--- src/rtl/key_pulse_array_if.sv ---
`default_nettype none
// ============================================================================
// Module   : key_pulse_array_if
// Purpose  : Key inputs and per-channel pulse outputs of key_pulse_array.
// Revision : 1.0
// ============================================================================
interface key_pulse_array_if #(
  parameter int N_KEYS = 4
);
  logic [N_KEYS-1:0] key_i;
  logic [N_KEYS-1:0] repeat_en_i;
  logic [N_KEYS-1:0] held_o;
  logic [N_KEYS-1:0] press_o;
  logic [N_KEYS-1:0] release_o;
  logic [N_KEYS-1:0] rpt_o;

  modport slave (
    input  key_i, repeat_en_i,
    output held_o, press_o, release_o, rpt_o
  );

  modport master (
    output key_i, repeat_en_i,
    input  held_o, press_o, release_o, rpt_o
  );
endinterface
`default_nettype wire

--- src/rtl/key_pulse_array.sv ---
`default_nettype none
// ============================================================================
// Module   : key_pulse_array
// Purpose  : Per-key synchroniser, debouncer, press/release pulses, auto-repeat.
// Revision : 1.0
// ============================================================================
module key_pulse_array #(
  parameter int N_KEYS          = 4,
  parameter int SYNC_STAGES     = 2,
  parameter int DEBOUNCE_CYCLES = 16,
  parameter int REPEAT_DELAY    = 25000000,
  parameter int REPEAT_RATE     = 5000000
) (
  input  logic              clk,
  input  logic              rst,
  key_pulse_array_if.slave  bus
);

  localparam int c_DW   = $clog2(DEBOUNCE_CYCLES + 1);
  localparam int c_RMAX = (REPEAT_DELAY > REPEAT_RATE) ? REPEAT_DELAY : REPEAT_RATE;
  localparam int c_RW   = $clog2(c_RMAX + 1);

  localparam logic [c_DW-1:0] c_DB_LAST   = c_DW'(DEBOUNCE_CYCLES - 1);
  localparam logic [c_RW-1:0] c_DLY_LAST  = c_RW'(REPEAT_DELAY - 1);
  localparam logic [c_RW-1:0] c_RATE_LAST = c_RW'(REPEAT_RATE - 1);

  localparam logic [1:0] S_IDLE  = 2'd0;
  localparam logic [1:0] S_DELAY = 2'd1;
  localparam logic [1:0] S_RATE  = 2'd2;

  for (genvar g = 0; g < N_KEYS; g++) begin : g_ch
    logic [SYNC_STAGES-1:0] sync_q;
    logic [c_DW-1:0]        dcnt_q, dcnt_d;
    logic                   held_q, held_d;
    logic                   press_q, release_q;
    logic                   rpt_q, rpt_d;
    logic [1:0]             state_q, state_d;
    logic [c_RW-1:0]        rcnt_q, rcnt_d;
    logic                   w_ks;
    logic                   w_en;

    assign w_ks = sync_q[SYNC_STAGES-1];
    assign w_en = bus.repeat_en_i[g];

    // Any return of the synchronised level to held restarts the count.
    always_comb begin
      held_d = held_q;
      dcnt_d = dcnt_q;
      if (w_ks == held_q) begin
        dcnt_d = '0;
      end else if (dcnt_q == c_DB_LAST) begin
        held_d = w_ks;
        dcnt_d = '0;
      end else begin
        dcnt_d = dcnt_q + c_DW'(1);
      end
    end

    always_comb begin
      state_d = state_q;
      rcnt_d  = rcnt_q;
      case (state_q)
        S_IDLE: begin
          if (held_d && w_en) begin
            state_d = S_DELAY;
            rcnt_d  = '0;
          end
        end
        S_DELAY: begin
          if (!held_d || !w_en) begin
            state_d = S_IDLE;
            rcnt_d  = '0;
          end else if (rcnt_q == c_DLY_LAST) begin
            state_d = S_RATE;
            rcnt_d  = '0;
          end else begin
            rcnt_d = rcnt_q + c_RW'(1);
          end
        end
        S_RATE: begin
          if (!held_d || !w_en) begin
            state_d = S_IDLE;
            rcnt_d  = '0;
          end else if (rcnt_q == c_RATE_LAST) begin
            rcnt_d = '0;
          end else begin
            rcnt_d = rcnt_q + c_RW'(1);
          end
        end
        default: begin
          state_d = S_IDLE;
          rcnt_d  = '0;
        end
      endcase
    end

    // A release landing on a terminal count suppresses that repeat pulse.
    always_comb begin
      rpt_d = 1'b0;
      if (held_d && w_en) begin
        rpt_d = ((state_q == S_DELAY) && (rcnt_q == c_DLY_LAST)) ||
                ((state_q == S_RATE)  && (rcnt_q == c_RATE_LAST));
      end
    end

    always_ff @(posedge clk) begin
      if (rst) begin
        sync_q    <= '0;
        dcnt_q    <= '0;
        held_q    <= 1'b0;
        press_q   <= 1'b0;
        release_q <= 1'b0;
        rpt_q     <= 1'b0;
        state_q   <= S_IDLE;
        rcnt_q    <= '0;
      end else begin
        sync_q    <= {sync_q[SYNC_STAGES-2:0], bus.key_i[g]};
        dcnt_q    <= dcnt_d;
        held_q    <= held_d;
        press_q   <= held_d & ~held_q;
        release_q <= ~held_d & held_q;
        rpt_q     <= rpt_d;
        state_q   <= state_d;
        rcnt_q    <= rcnt_d;
      end
    end

    assign bus.held_o[g]    = held_q;
    assign bus.press_o[g]   = press_q;
    assign bus.release_o[g] = release_q;
    assign bus.rpt_o[g]     = rpt_q;
  end

endmodule
`default_nettype wire

--- src/flat_wrapper.sv ---
// flat-port wrapper written by rule: the top's interface ports become plain ports
module key_pulse_array_flat 
#(
  parameter int N_KEYS          = 4,
  parameter int SYNC_STAGES     = 2,
  parameter int DEBOUNCE_CYCLES = 16,
  parameter int REPEAT_DELAY    = 25000000,
  parameter int REPEAT_RATE     = 5000000
)
  (clk, rst, bus_key_i, bus_repeat_en_i, bus_held_o, bus_press_o, bus_release_o, bus_rpt_o);
  key_pulse_array_if #(.N_KEYS(N_KEYS)) bus_i ();
  input  logic clk;
  input  logic rst;
  input wire logic [$bits(bus_i.key_i)-1:0] bus_key_i;
  input wire logic [$bits(bus_i.repeat_en_i)-1:0] bus_repeat_en_i;
  output wire logic [$bits(bus_i.held_o)-1:0] bus_held_o;
  output wire logic [$bits(bus_i.press_o)-1:0] bus_press_o;
  output wire logic [$bits(bus_i.release_o)-1:0] bus_release_o;
  output wire logic [$bits(bus_i.rpt_o)-1:0] bus_rpt_o;
  assign bus_i.key_i = bus_key_i;
  assign bus_i.repeat_en_i = bus_repeat_en_i;
  assign bus_held_o = bus_i.held_o;
  assign bus_press_o = bus_i.press_o;
  assign bus_release_o = bus_i.release_o;
  assign bus_rpt_o = bus_i.rpt_o;
  key_pulse_array #(.N_KEYS(N_KEYS), .SYNC_STAGES(SYNC_STAGES), .DEBOUNCE_CYCLES(DEBOUNCE_CYCLES), .REPEAT_DELAY(REPEAT_DELAY), .REPEAT_RATE(REPEAT_RATE)) u_core (.clk(clk), .rst(rst), .bus(bus_i));
endmodule
--- config.mk ---
export PLATFORM = sky130hd
export DESIGN_NAME = key_pulse_array_flat
export DESIGN_NICKNAME = d
export VERILOG_FILES = /design/src/rtl/key_pulse_array_if.sv /design/src/rtl/key_pulse_array.sv /design/src/flat_wrapper.sv
export SDC_FILE = /design/constraint.sdc
export NUM_CORES = 1
export LEC_CHECK = 0
export CORE_MARGIN = 10
export CORE_UTILIZATION = 35
export CTS_BUF_LIST = sky130_fd_sc_hd__clkbuf_4 sky130_fd_sc_hd__clkbuf_8
export DETAILED_ROUTE_END_ITERATION = 10
export SYNTH_ARGS = -nofsm -noshare
export SYNTH_HDL_FRONTEND = slang
export SYNTH_SLANG_ARGS = --single-unit
--- constraint.sdc ---
create_clock -name clk -period 5.8 [get_ports clk]
set_clock_uncertainty 0.2 [all_clocks]
set_input_delay 1.45 -clock clk [delete_from_list [all_inputs] [get_ports clk]]
set_output_delay 1.45 -clock clk [all_outputs]
set_load 0.01 [all_outputs]
* After elaboration in Yosys (flattened, before gate mapping)
Cells that the tools add are included.
** Storage, ports and cells
- Bits in registers :: 152
- Word-level logic and storage cells :: 192
** Operators by class
- Add/sub/neg operators :: 8
- Equality and inequality tests :: 36
- Multiplexer cells :: 52
- Bitwise logic cells :: 20
- Reduce and logical (&&, ||, !) cells :: 44
** Operators by type and width (count)
- $mux 25 :: 20
- $pmux 25 s3 :: 4
- $add 25x1->25 const B :: 4
- $eq 25x23->1 const B :: 4
- $eq 25x25->1 const B :: 4
- $mux 2 :: 16
- $pmux 2 s3 :: 4
- $add 5x1->5 const B :: 4
- $eq 5x4->1 const B :: 4
- $ne 2x1->1 const B :: 8
- $logic_and 1x1->1 :: 12
- $ne 3x1->1 const B :: 4
- $not 1->1 :: 12
- $reduce_and 3->1 :: 4
- $reduce_or 3->1 :: 4
- $and 1x1->1 :: 8
- $eq 2x1->1 const B :: 4
- $eq 2x2->1 const B :: 4
- $logic_not 1->1 :: 8
- $logic_not 2->1 :: 4
- $logic_or 1x1->1 :: 8
- $mux 1 :: 8
- $reduce_or 2->1 :: 4
- $eq 1x1->1 :: 4

* Depth between registers and ports, before layout
- Depth after elaboration :: 7
- Depth in mapped cells :: 11
- Gate-level depth less buffers :: 9

* Least setup slack after synthesis
OpenSTA, ideal clock, no wires.
- Kind :: input to register
- From :: input bus_repeat_en_i[2]
- To :: register u_core.g_ch[2].rcnt_q[20]
- Data arrival time :: 2613 ps
- Slack :: 2872 ps
- Stages :: 6
- Buffers on the path :: 1
- Cell sequence :: a21boi_1 > or4b_1 > clkbuf_1 > nor3_1 > xnor2_1 > nor2_1
** Between the ends
- Longest elaborated chain between the ends :: 4
** RTL lines
- from (decl) :: RTL line flat_wrapper.sv:15 : input wire logic [$bits(bus_i.repeat_en_i)-1:0] bus_repeat_en_i;
- $logic_not 1->1 :: RTL line key_pulse_array.sv:70, key_pulse_array.sv:81
- $logic_or 1x1->1 :: RTL line key_pulse_array.sv:70, key_pulse_array.sv:81
- $mux 25 (on tied branches) :: RTL line key_pulse_array.sv:81, key_pulse_array.sv:70
- $pmux 25 s3 :: RTL line key_pulse_array.sv:62 : case (state_q)
- to (signal assigned) :: RTL line key_pulse_array.sv:124 : rcnt_q <= rcnt_d;
- to (decl) :: RTL line key_pulse_array.sv:38 : logic [c_RW-1:0] rcnt_q, rcnt_d;
Parallel ways exist; a longest one is shown, timed or not.
A chain may end at the register's enable or synchronous reset.

* Final worst setup path
- From :: input bus_repeat_en_i[0]
- To :: register u_core.g_ch[0].rcnt_q[23]
** Between the ends
- Longest elaborated chain between the ends :: 4
** RTL lines (RTL line)
- $logic_not 1->1 :: key_pulse_array.sv:70, key_pulse_array.sv:81
- $logic_or 1x1->1 :: key_pulse_array.sv:70, key_pulse_array.sv:81
- $mux 25 (on tied branches) :: key_pulse_array.sv:81, key_pulse_array.sv:70
- $pmux 25 s3 :: key_pulse_array.sv:62
- to (signal assigned) :: key_pulse_array.sv:124
- to (decl) :: key_pulse_array.sv:38
Parallel ways exist; a longest one is shown, timed or not.

==> metrics.md <==
| Metric | Value |
|---|---|
| Result of the run | complete, no violations |
| Type of element capturing the critical path | flip-flop |
| Number of primary I/O pins | 26 |
| Data arrival, critical path | 3770 ps |
| Worst hold slack across all endpoints | 250 ps |
| Tcrit/Tclk final | 0.618 |
| Overall routed net length | 15,100 um |
| Slowest CP cell | a211oi_1 |
| Area of combinational cells with multiple inputs | 4000 sq um |
| Share of post-route cells with drive strength above 1 | 0.0666 |
| Overall power of the completed layout | 0.00191 W |
| Area added between synthesis and finish | 10.3% |
| Maximum vdd ir drop | 123 uV |
| Global-route congestion overflow total | 0 |
| Wire length of the first global-routing pass | 26,200 um |
| Post-CTS Hold Buffers | 0 |
| Synthesized instance count | 848 |
| CTS root buffer | clkbuf_8 |
| Stage delay of the slowest cell on the critical path | 980 ps |
| Buffers & Inverters on Critical Path | 1 |
| Pin count of the biggest net entering global routing | 35 |
| Fraction of the yosys area taken by sequential cells | 0.412 |
| Max cap viols | 0 |
| Kind of cell adding the most delay to the critical path | compound AO/OA/AOI/OAI gates |
| Slew of the pin with the lowest slew margin | 1150 ps |
| CP startpoint kind | input port |
| Share of synthesized flip-flops with an asynchronous set or reset | 0 |
| Cell taking the most area after synthesis | dfxtp_1 |
| Synthesized cell area | 7380 sq um |
| Fillcell total | 2,128 |
| Number of global-route vias before repair | 5,501 |
| Post-synth cell types | 66 |
| Aggregate negative setup slack | 0 ps |
| Post-CTS setup buffer count | 0 |
| Total CTS buffers | 17 |
| Area of the die | 27,300 sq um |
| DRC Markers | 0 |
| Initial antenna violation count | 1 |
| Number of standard cells in the layout, taps in and fillers out | 1,146 |
| Routed wirelength normalized by instance count | 13.2 um |
| NumNets Final | 893 |
| Routed vias/inst | 5.08 |
| Maximum number of buffers from clock root to sink | 2 |
| GRT Overall Usage | 0.116 |
| Number of cells on the worst reg-to-reg path | 9 |
| Post-Synthesis Net Count | 882 |
| Achievable frequency | 0.279 GHz |
| Via count | 5,818 |
| HP Start | u_core.g_ch[2].sync_q[0] |
| HPWL after detailed placement | 10,600 um |
| Initial DRC count | 314 |
| Fraction of the core area covered by cells at the end of the flow | 0.390 |
| Area fraction of the dominant cell type after synthesis | 0.412 |
| Post-Place Cells | 1,115 |
| Number of rows in the core area | 53 |
| Most used flip-flop cell after synthesis | dfxtp_1 |
| End point of the worst hold path | u_core.g_ch[2].sync_q[1] |
| Initial Utilization | 0.354 |
| Setup slack of the worst register-to-register path | 2510 ps |
| Core outline area | 20,900 sq um |
| Final count of hold timing violations | 0 |
| Global placer's final weighted congestion | 0.797 |
| Number of antenna-violating nets in the routed design | 0 |
| Per-instance average area after synthesis | 8.71 sq um |
| Biggest fanout along the worst timing path | 12 |
| Final-report max-slew violation count | 0 |
| Clock-pin slew on the worst setup and hold paths | 80 ps |
| Post-synth EDFFs | 0 |
| Number of I/O port buffers | 25 |
| Die Span X | 165 um |
| Inserted Diodes | 0 |
| Path type of the worst min-delay path | flip-flop to flip-flop |
| Lkg Pwr | 2.77 nW |
| Unrepaired setup endpoints after global routing | false |
| Crit Reg-Reg Endpoint | u_core.g_ch[0].rcnt_q[23] |
| Count of final setup violators | 0 |
| TritonCTS clock tree | done |
| Cell Chain, Critical Path | clkdlybuf4s50_1 -> and3_1 -> o211ai_1 -> a211oi_1 -> o21ai_0 -> a31oi_1 |
| Crit. Startpoint | bus_repeat_en_i[0] |
| Startpoint of the worst register-to-register path | u_core.g_ch[0].dcnt_q[0] |
| Power density over the cells | 235 nW/um^2 |
| Clock period minus worst slack | 3580 ps |
| Depth of the CTS H-tree | 4 |
| Total area of sequential cells | 3040 sq um |
| Insertion delay of the later-clocked pin in the worst-skew pair | 470 ps |
| Max-slew headroom at the worst pin | 0.228 |
| Category of the most critical setup path | input port to flip-flop |
| WHS Path Cells | 1 |
| Stages on the worst setup path | 6 |
| Sink Count | 152 |
| Top cells by area in the synthesized netlist | dfxtp_1 41%, nor2_1 6.4%, xor2_1 4.6%, xnor2_1 4.4%, ha_1 4.1% |
| Pre-Repair DR Iteration Count | 4 |
| Required time worst endpoint | 5990 ps |
| Count of instances resized after the clock tree is built | 0 |
| Flip-flop and latch count after synthesis | 152 |
| Die height | 165 um |
| Warnings, synthesis | 0 |
registers in the layout, summed over array words and instances (netlist names):
register               cells
u_core.g_ch.dcnt_q        20
u_core.g_ch.rpt_q          4
u_core.g_ch.press_q        4
u_core.g_ch.held_q         4
u_core.g_ch.state_q        8
u_core.g_ch.rcnt_q       100
u_core.g_ch.sync_q         8
u_core.g_ch.release_q      4
layer usage:
layer  share of wire  GRT usage  wire length (um)
met1            0.50      0.148              7530
met2            0.45      0.183              6760
met3           0.044     0.0379               660
met4           0.011     0.0374               168
met5               0          0                 0
layout make-up:
cell class,instances,share of cell area
inverters,28,0.0129
well taps,275,0.0422
multi-input cells,632,0.491
clock inverters,12,0.0157
clock buffers,19,0.0321
repair buffers,28,0.0329
flip-flops and latches,152,0.374
worst reg2reg max path, delay by kind of cell (launching register included):
kind	cells	cell delay (ps)
AOI/OAI and AO/OA	4	1580
adders and majority gates	2	450
DFF	1	330
muxes	1	250
and+or+nand+nor	2	410
kinds of logic after synthesis:
| logic type | share of synthesized area |
|---|---|
| simple gates | 0.288 |
| flops | 0.412 |
| compound gates | 0.101 |
| xor+xnor | 0.0901 |
| buf+inv | 0.0468 |
| fa+ha+maj | 0.0407 |
| mux | 0.0212 |
stage by stage:
stage                     area, sq um  setup WS, ps
after floorplan                  7380          2870
after global placement           7760          1800
after detailed placement         7760          1790
after CTS                        8150          2270
after global routing             8150          1930
final                            8150          2220
synth_stat cells, drive strengths merged, types with 8 or more instances:
master	instances
dfxtp	152
nor2	127
nand2	64
nand3	42
xor2	39
xnor2	37
nand4	31
buf	29
a21oi	28
inv	28
and3	26
ha	24
nor3	24
a31oi	23
o21ai	18
and4	12
nor2b	12
nor4	11
or3	11
mux2i	10
nand2b	8
report_power, final:
group          internal [W]  switching (W)  leakage, nW  total [W]
registers           0.00105     0.00000338         1.23    0.00105
clock network      0.000400       0.000404        0.189   0.000803
logic             0.0000195      0.0000401         1.35  0.0000596
total               0.00147       0.000447         2.77    0.00191
layout by cell type, fill, tap and decap left out, types with 26 or more instances in the layout:
| master | synthesis | layout |
|---|---|---|
| xor2_1 | 39 | 39 |
| a21oi_1 | 27 | 27 |
| and3_1 | 26 | 26 |
| nand3_1 | 42 | 42 |
| nand4_1 | 31 | 31 |
| inv_1 | 28 | 28 |
| xnor2_1 | 37 | 37 |
| nor2_1 | 126 | 126 |
| dfxtp_1 | 152 | 152 |
| nand2_1 | 64 | 64 |
worst max-delay path by stage:
stage | end | slack, ps
2_1_floorplan | u_core.g_ch[2].rcnt_q[20] | 2870
3_3_place_gp | u_core.g_ch[0].rcnt_q[18] | 1800
3_5_place_dp | u_core.g_ch[0].rcnt_q[20] | 1790
4_1_cts | u_core.g_ch[0].rcnt_q[23] | 2270
5_1_grt | u_core.g_ch[0].rcnt_q[23] | 1930
6_report | u_core.g_ch[0].rcnt_q[23] | 2220
Power figures use the tool's default switching activity.
